## config.mk

```make
export PLATFORM = sky130hd
export DESIGN_NAME = binary_to_octal_driver
export DESIGN_NICKNAME = d
export VERILOG_FILES = /design/src/rtl/binary_to_octal_driver.sv
export SDC_FILE = /design/constraint.sdc
export NUM_CORES = 1
export LEC_CHECK = 0
export ABC_AREA = 1
export CAP_MARGIN = 5
export CORE_ASPECT_RATIO = 0.75
export CORE_MARGIN = 10
export CORE_UTILIZATION = 30
export CTS_CLUSTER_SIZE = 25
export DETAILED_ROUTE_END_ITERATION = 7
export HOLD_SLACK_MARGIN = 0.05
export MAX_ROUTING_LAYER = met4
export PLACE_DENSITY_LB_ADDON = 0.12
export SLEW_MARGIN = 5
export SYNTH_ARGS = -nofsm -noshare
export SYNTH_HDL_FRONTEND = slang
export SYNTH_SLANG_ARGS = --single-unit
export TNS_END_PERCENT = 10
```

## constraint.sdc

```tcl
create_clock -name clk -period 1.8 [get_ports clk]
set_clock_uncertainty 0.1 [all_clocks]
set_input_delay 0.27 -clock clk [delete_from_list [all_inputs] [get_ports clk]]
set_output_delay 0.27 -clock clk [all_outputs]
set_load 0.05 [all_outputs]
```

## src/rtl/binary_to_octal_driver.sv

```systemverilog
// Takes a binary code over valid/ready and drives its one-hot line for HOLD cycles,
// then drives all zeros for GAP cycles before the next code can be accepted.
//
// state   | meaning
// --------+---------------------------------------------------------
// S_IDLE  | y=0, in_ready=1, waiting for in_valid
// S_DRIVE | one-hot line asserted, counting down HOLD cycles
// S_GAP   | y=0, counting down GAP cycles before returning to idle
module binary_to_octal_driver #(
    parameter int N    = 3,
    parameter int HOLD = 4,
    parameter int GAP  = 1
) (
    input  logic              clk,
    input  logic              rst,
    input  logic              in_valid,
    input  logic [N-1:0]      in_code,
    output logic              in_ready,
    output logic [2**N-1:0]   y,
    output logic              busy,
    output logic              done
);

    localparam int W      = 2**N;
    localparam int MAX_HG = (HOLD > GAP) ? HOLD : GAP;
    localparam int MAX_C  = (MAX_HG > 1) ? MAX_HG : 1;
    localparam int CW     = $clog2(MAX_C + 1);

    localparam logic [CW-1:0] HOLD_LOAD = CW'(HOLD - 1);
    localparam logic [CW-1:0] GAP_LOAD  = CW'((GAP > 0) ? GAP - 1 : 0);

    typedef enum logic [1:0] {
        S_IDLE  = 2'd0,
        S_DRIVE = 2'd1,
        S_GAP   = 2'd2
    } state_t;

    state_t         state_q, state_d;
    logic [CW-1:0]  cnt_q, cnt_d;
    logic [W-1:0]   y_q, y_d;

    always_ff @(posedge clk) begin
        if (rst) begin
            state_q <= S_IDLE;
            cnt_q   <= '0;
            y_q     <= '0;
        end else begin
            state_q <= state_d;
            cnt_q   <= cnt_d;
            y_q     <= y_d;
        end
    end

    always_comb begin
        state_d = state_q;
        cnt_d   = cnt_q;
        y_d     = y_q;
        case (state_q)
            S_IDLE: begin
                if (in_valid) begin
                    y_d     = W'(1) << in_code;
                    cnt_d   = HOLD_LOAD;
                    state_d = S_DRIVE;
                end
            end
            S_DRIVE: begin
                if (cnt_q == '0) begin
                    y_d = '0;
                    // With no gap the idle cycle itself separates consecutive pulses.
                    if (GAP > 0) begin
                        cnt_d   = GAP_LOAD;
                        state_d = S_GAP;
                    end else begin
                        state_d = S_IDLE;
                    end
                end else begin
                    cnt_d = cnt_q - CW'(1);
                end
            end
            S_GAP: begin
                if (cnt_q == '0) begin
                    state_d = S_IDLE;
                end else begin
                    cnt_d = cnt_q - CW'(1);
                end
            end
            default: begin
                state_d = S_IDLE;
                cnt_d   = '0;
                y_d     = '0;
            end
        endcase
    end

    assign in_ready = (state_q == S_IDLE);
    assign busy     = (state_q != S_IDLE);
    assign done     = (state_q == S_DRIVE) && (cnt_q == '0);
    assign y        = y_q;

endmodule

```

## Word-level counts from Yosys, hierarchy flattened

Index checks and enable logic that the tools add are counted.

- Register bits after elaboration: 13
- Bits of input ports: 6
- Output and inout port bits: 11
- Word-level logic and storage cells: 30

- Add/sub/neg operators: 1
- Eq/ne operators: 6
- Shift operators: 1
- Multiplexer cells: 11
- Bitwise logic cells: 1
- Reduce and logical (&&, ||, !) cells: 7

Operator list:

| operator | number |
|---|---|
| one-hot mux 8 bit (3 select lines) | 1 |
| 2-to-1 mux 8 bit | 2 |
| 2-to-1 mux 3 bit | 3 |
| one-hot mux 3 bit (3 select lines) | 1 |
| != test 2 bit (second input constant) | 4 |
| left shift 1 x 3 -> 8 bit (first input constant) | 1 |
| 2-to-1 mux 2 bit | 3 |
| one-hot mux 2 bit (3 select lines) | 1 |
| AND reduction 3 bit | 2 |
| zero test 3 bit | 1 |
| subtractor 3 x 1 -> 3 bit (second input constant) | 1 |
| == test 2 x 1 -> 1 bit (second input constant) | 1 |
| == test 2 bit (second input constant) | 1 |
| zero test 2 bit | 1 |
| AND reduction 2 bit | 1 |
| nonzero test 2 bit | 1 |
| logical AND 1 bit | 1 |
| inverter 1 bit | 1 |

## Logic depth before layout (Yosys ltp)

- Depth in word-level cells: 3
- Gate-level depth with buffers: 9

## Least setup slack after synthesis

Ideal clock, no wire load.

- Path type: register to register
- Start point: reg state_q[1]
- End point: reg y_q[3], in the netlist y[3]
- Setup time: 74 ps
- Arrival time: 1692 ps
- Data required time: 1626 ps
- Setup slack: -66 ps
- Stages on the path, launching flop included: 7
- Cell sequence: dfxtp_1 -> nor2_1 -> nand2_1 -> nand3_2 -> buf_6 -> nand3_1 -> o21ai_0

- Longest elaborated chain between the ends: 3
- Elaborated cells between the ends (all ways): 8
- Classes of those cells: eq/ne (4); mux (1); bitwise (1); reduce/logical (2)

RTL lines:

| element | line | text |
|---|---|---|
| start: declaration | 38 | `state_t state_q, state_d;` |
| start signal: assignment | 48 | `state_q <= state_d;` |
| zero test 2 bit * | -- |  |
| net in_ready | 18 | `output logic in_ready,` |
| != test 2 bit (no source line) | -- |  |
| AND reduction 3 bit (no source line) | -- |  |
| end signal: assignment | 50 | `y_q <= y_d;` |
| end: declaration | 40 | `logic [W-1:0] y_q, y_d;` |

The timed path passes the listed nets; every way through them passes the cells marked *.
A chain may end at the register's enable or synchronous reset.

## Worst setup path in the final report

- Start point: reg cnt_q[0]
- End point: out done

- Longest elaborated chain between the ends: 2

RTL lines:

| element | line | text |
|---|---|---|
| start: declaration | 39 | `logic [CW-1:0] cnt_q, cnt_d;` |
| start signal: assignment | 49 | `cnt_q <= cnt_d;` |
| zero test 3 bit | 97 | `assign done = (state_q == S_DRIVE) && (cnt_q == '0);` |
| logical AND 1 bit | 97 |  |
| end: declaration | 21 | `output logic done` |

No other way between the ends.

==> impl_metrics.ini <==
[clock_network]
cts_resized = 0
htreeDepth = 1
cts-root-buf = clkbuf_4
clock_sinks = 13
clkTransAtPathRegs_ns = 0.08
cts_hold_buf = 0
clk_latency_ns = 0.28
cts_tree = yes
postCtsSetupRepairBufs = 0
cts_buffers = 3
clk_path_buf_depth = 2

[setup_path]
cp_max_fo = 5
cpMostUsedCell = inv_1
crit_arrival_ns = 1.34
crit_path_start_kind = flop
cp_slowest_stage_delay_ns = 0.35
end_kind = output port
slowest_stage = dfxtp_1
path_class = reg -> out
path_cells = inv_2 -> ha_1 -> nand2_2 -> inv_1 -> nand2_1 -> inv_1 -> buf_12
worstPathRequired_ns = 1.43

[synth]
synth-simple-area-share = 0.363
avgSynthCellArea_um2 = 6.55
syn_inst = 101
synth.cell_area_um2 = 662
async_reset_ff_frac = 0
yosys.area.top_type = dfxtp_1
synth_edf_count = 0
synthFlopType = dfxtp_1
synthXorXnorAreaFrac = 0
synth_cell_type_count = 15
synth_top_family_by_area = simple AND/OR/NAND/NOR gates
yosys-top-cells-area = dfxtp_1 39%, nand2_1 17%, nand3_1 9.1%
ys_seq_area_frac = 0.393
yosysMostFrequentCell = nand2_1
synth-adder-area-share = 0.0378
netlist_top_cells_count = 30 x nand2_1, 15 x inv_1, 13 x dfxtp_1, 12 x nand3_1, 9 x nor2_1
synth_compound_area_frac = 0.0907
synth_seq_cells = 13
yosysWarnings = 0
syn_nets = 109
synth.area.mux_share = 0
synth_top_area_share = 0.393

[finish]
stdcell_area_um2 = 872
syn_to_final_growth_pct = 31.8
fin_nets = 129
post-route-util = 0.426
fillers = 221
regArea_um2 = 260
multiInputGateArea_um2 = 330
antenna_cells = 0
layout-drive-gt1-share = 0.175

[die]
coreArea_um2 = 2050
io_pins = 17
die_w_um = 74.2
start_util = 0.323
die_h_um = 60.7
dieArea_um2 = 4500
row_count = 14

[detailed_routing]
route.detailed.drc = 0
viasPerCell = 4.28
postRouteAntennaNets = 0
first_pass_iters = 4
wl_mm = 1.52
wl_per_cell_um = 10.6
num_vias = 617
first_iter_violations = 39

[min_path]
min_path_type = reg -> reg

[timing]
slew-limit-headroom = 0.801
slew_violations = 0
worstMarginPinSlew_ns = 0.298
period_minus_slack_ns = 1.71
fmax_mhz = 585
fin_crit_sh = 0.949
hold_violations = 0
setup_viol = 0
fin_ws_ns = 0.0910

[global_routing]
globalRoute.totalOverflow = 0
grt_use_total = 0.0767
grt_pass1_wl_mm = 2.61
grt_pass1_vias = 574
grt_max_degree = 16
antenna_found_initial = 0

[placement]
gp_congestion = 0.783
dp_hpwl_mm = 1.18
post_dp_cell_area_um2 = 843
io_buffers = 16
preCtsSetupSlack_ns = 0.120

[power]
p_leak_nw = 0.404
p_total_uw = 828
p_per_area_nw_per_um2 = 950
ir_drop_mv = 0.377

[status]
status = completed

[run]
cap_viol_max_count = 0
## final timing paths
check,from,depth (start not counted),endpoint,slack [ns]
min reg2reg,y[7],2,y[7],0.38
max reg2reg,cnt_q[0],8,y[7],0.32
max,cnt_q[0],7,done,0.09
min,y[7],2,y[7],0.38
## kinds of logic (layout without fill, tap and decap cells)
kind of cell | Yosys count | count (layout)
buffers and inverters | 18 | 37
AND/OR/NAND/NOR | 56 | 56
adder cells (fa/ha/maj) | 2 | 2
AO/OA/AOI/OAI | 12 | 12
flip-flops | 13 | 13
## report_power, final
group / switching, mW / leakage [nW] / total [mW] / internal, mW
Combinational: 0.212 / 0.283 / 0.319 / 0.107
Sequential: 0.0145 / 0.106 / 0.327 / 0.313
Clock: 0.0964 / 0.0150 / 0.182 / 0.0860
## stage by stage
stage	TNS, ns	hold WS (ns)	std cells
3_3_place_gp	0	0.358	140
6_report	0	0.376	144
4_1_cts	0	0.371	144
2_1_floorplan	0	0.319	101
3_5_place_dp	0	0.357	140
5_1_grt	-0.00392	0.400	144
## final cells by class
cell class              count  share of cell area
flip-flops and latches     13               0.298
inverters                  16              0.0689
clock buffers               4              0.0301
multi-input cells          70               0.379
repair buffers             17               0.189
well taps                  24              0.0344
## per-layer routing
metal,vias to the layer above,global-route usage,share of wire
li1,355,-,-
met1,250,0.0976,0.54
met3,2,0.0392,0.073
met5,-,-,0
met2,10,0.0983,0.38
met4,0,0.0313,0.0059
## state kept, by name, indices dropped and copies added, names as in the netlist
signal	flops
cnt_q	3
state_q	2
y	8
## critical path, delay by kind of cell (launching register included)
kind	cells	cell delay [ns]
fa+ha+maj	1	0.20
flops	1	0.35
simple gates	2	0.18
buf+inv	4	0.34
## cell usage in the layout, fill, tap and decap left out, drive strengths merged
master         instances
inv                   15
nand4                  1
a21oi                  6
nand3                 13
clkdlybuf4s50          5
nor3                   1
nor2                  11
o21ai                  6
buf                   12
ha                     2
nand2                 30
clkbuf                 4
clkinv                 1
dfxtp                 13
Power figures use the tool's default switching activity.
==> edit (same settings) <==
Change the parameter `HOLD` from 4 to 16.
--- a/src/rtl/binary_to_octal_driver.sv
+++ b/src/rtl/binary_to_octal_driver.sv
@@ -8,7 +8,7 @@
 // S_GAP   | y=0, counting down GAP cycles before returning to idle
 module binary_to_octal_driver #(
     parameter int N    = 3,
-    parameter int HOLD = 4,
+    parameter int HOLD = 16,
     parameter int GAP  = 1
 ) (
     input  logic              clk,
Formal check against the unedited RTL: not equivalent (Yosys sat finds a counterexample within 10 cycles, from zero or initial values and one cycle with rst high).
==> edit against the original RTL <==
- synthesized cell count grew 9.9%
- critical path depth shrank 3
- setup slack gained 0.0068 ns
- wire length grew 16%
- fmax grew 0.40%
- worst hold slack lost 0.0070 ns
- cell area grew 23%
- final cell count grew 15%
- total power grew 19%
- synthesized area grew 24%
- sequential cell count grew 2
- largest cell class unchanged
==> edit: results (changes against the original RTL) <==
Layout
  – Fillcell total: 284 (+29%)
  – Fraction of layout cells with a size suffix above 1: 26.2% (+8.7 points)
  – # nets final: 138 (+7.0%)

Status
  – Status: finished clean

Global route
  – Vias in the first global route: 696 (+21%)
  – GRT Util Overall: 7.33% (-0.34 points)
  – First-pass GRT wire length: 2.99 mm (+15%)

Pwr
  – VDD IR max: 0.454 mV (+20%)
  – P_leak: 0.461 nW (+14%)

Routing
  – First-pass DRT Iterations: 4 (unchanged)
  – Drt total wl: 1.76 mm (+16%)
  – Initial DRC count: 32 (-18%)
  – Via count: 722 (+17%)
  – Routed WL per cell: 10.6 um (+0.39%)

Synth
  – Post-synthesis sequential area ratio: 36.6% (-2.7 points)
  – Largest cells by area after synthesis: dfxtp_1 (37%), nand2_1 (16%), a21oi_1 (9.2%)
  – Mean Syn Cell Area: 7.38 um2 (+13%)
  – Commonest cells in the netlist: nand2_1 (34), a21oi_1 (15), dfxtp_1 (15)
  – Synth Net Count: 118 (+8.3%)
  – Cell variety after synth: 21 (+6)

Worst setup path
  – Reg2reg path depth: 7 (-1)
  – Worst r2r src: state_q[1]
  – Reg-to-reg endpoint: cnt_q[3]
  – Critical path arrival: 1.33 ns
  – Crit-path max cell delay: 0.39 ns (+0.04 ns)
  – Critical path peak fanout: 11 (+6)

Worst hold path
  – Worst Hold End: y[2]
  – Hold path cells: 2 (unchanged)
  – Hold Crit Start: y[2]

Place
  – Dpl cell area: 1030 um2 (+23%)
  – Cell Count Post-Placement: 162 (+16%)
  – DP HPWL: 1.46 mm (+23%)
  – Routability congestion estimate: 0.820 (+4.7%)
  – Placement Setup Slack: 0.176 ns (+0.0566 ns)

Timing
  – Max-slew headroom: 78.3% (-1.8 points)
  – Hold slack: 0.369 ns (-0.00705 ns)

Clocking
  – CTS resizes: 3 (+3)
  – # Post-CTS Setup Buffers: 0 (unchanged)
==> edit: worst max path at each step <==
stage | startpoint | endpoint | slack, ns | cells past startpoint
finish | state_q[1] | in_ready | 0.1 | 4
global route | cnt_q[0] | done | 0.01 | 7
CTS | cnt_q[1] | done | 0.02 | 7
detailed placement | in_valid | cnt_q[3] | 0.18 | 6
global placement | in_valid | cnt_q[2] | 0.21 | 6
floorplan | state_q[1] | state_q[0] | 0.19 | 6
==> edit: power by group <==
group / switching, mW / internal (mW) / leakage, nW
Combinational: 0.254 / 0.157 / 0.323
Sequential: 0.0247 / 0.358 / 0.123
Clock: 0.104 / 0.0860 / 0.0150
==> edit: cells by family after synthesis <==
family | synth area share, %
xor+xnor | 1.07
flops | 36.6
buf+inv | 8.40
simple gates | 41.2
fa+ha+maj | 1.53
compound gates | 11.1
==> edit: layout make-up <==
type	instances	area [um2]	area share, %
Multi-Input combinational cell	78	463	43.2
Timing Repair Buffer	17	178	16.6
Tap cell	36	45.0	4.20
Inverter	16	60.1	5.60
Sequential cell	15	300	28.0
Clock buffer	4	26.3	2.45
==> edit: metal layers <==
| metal | track usage, % | share of wire, % | up-vias |
|---|---|---|---|
| met5 | - | 0 | - |
| met1 | 8.89 | 50 | 316 |
| li1 | - | - | 388 |
| met4 | 1.97 | 0.51 | 0 |
| met3 | 3.80 | 7.0 | 2 |
| met2 | 10.3 | 42 | 16 |
==> edit: critical path, delay by kind of cell, from the launching register on <==
family	cells	cell delay [ns]
DFF	1	0.39
buffers and inverters	3	0.38
and+or+nand+nor	1	0.27
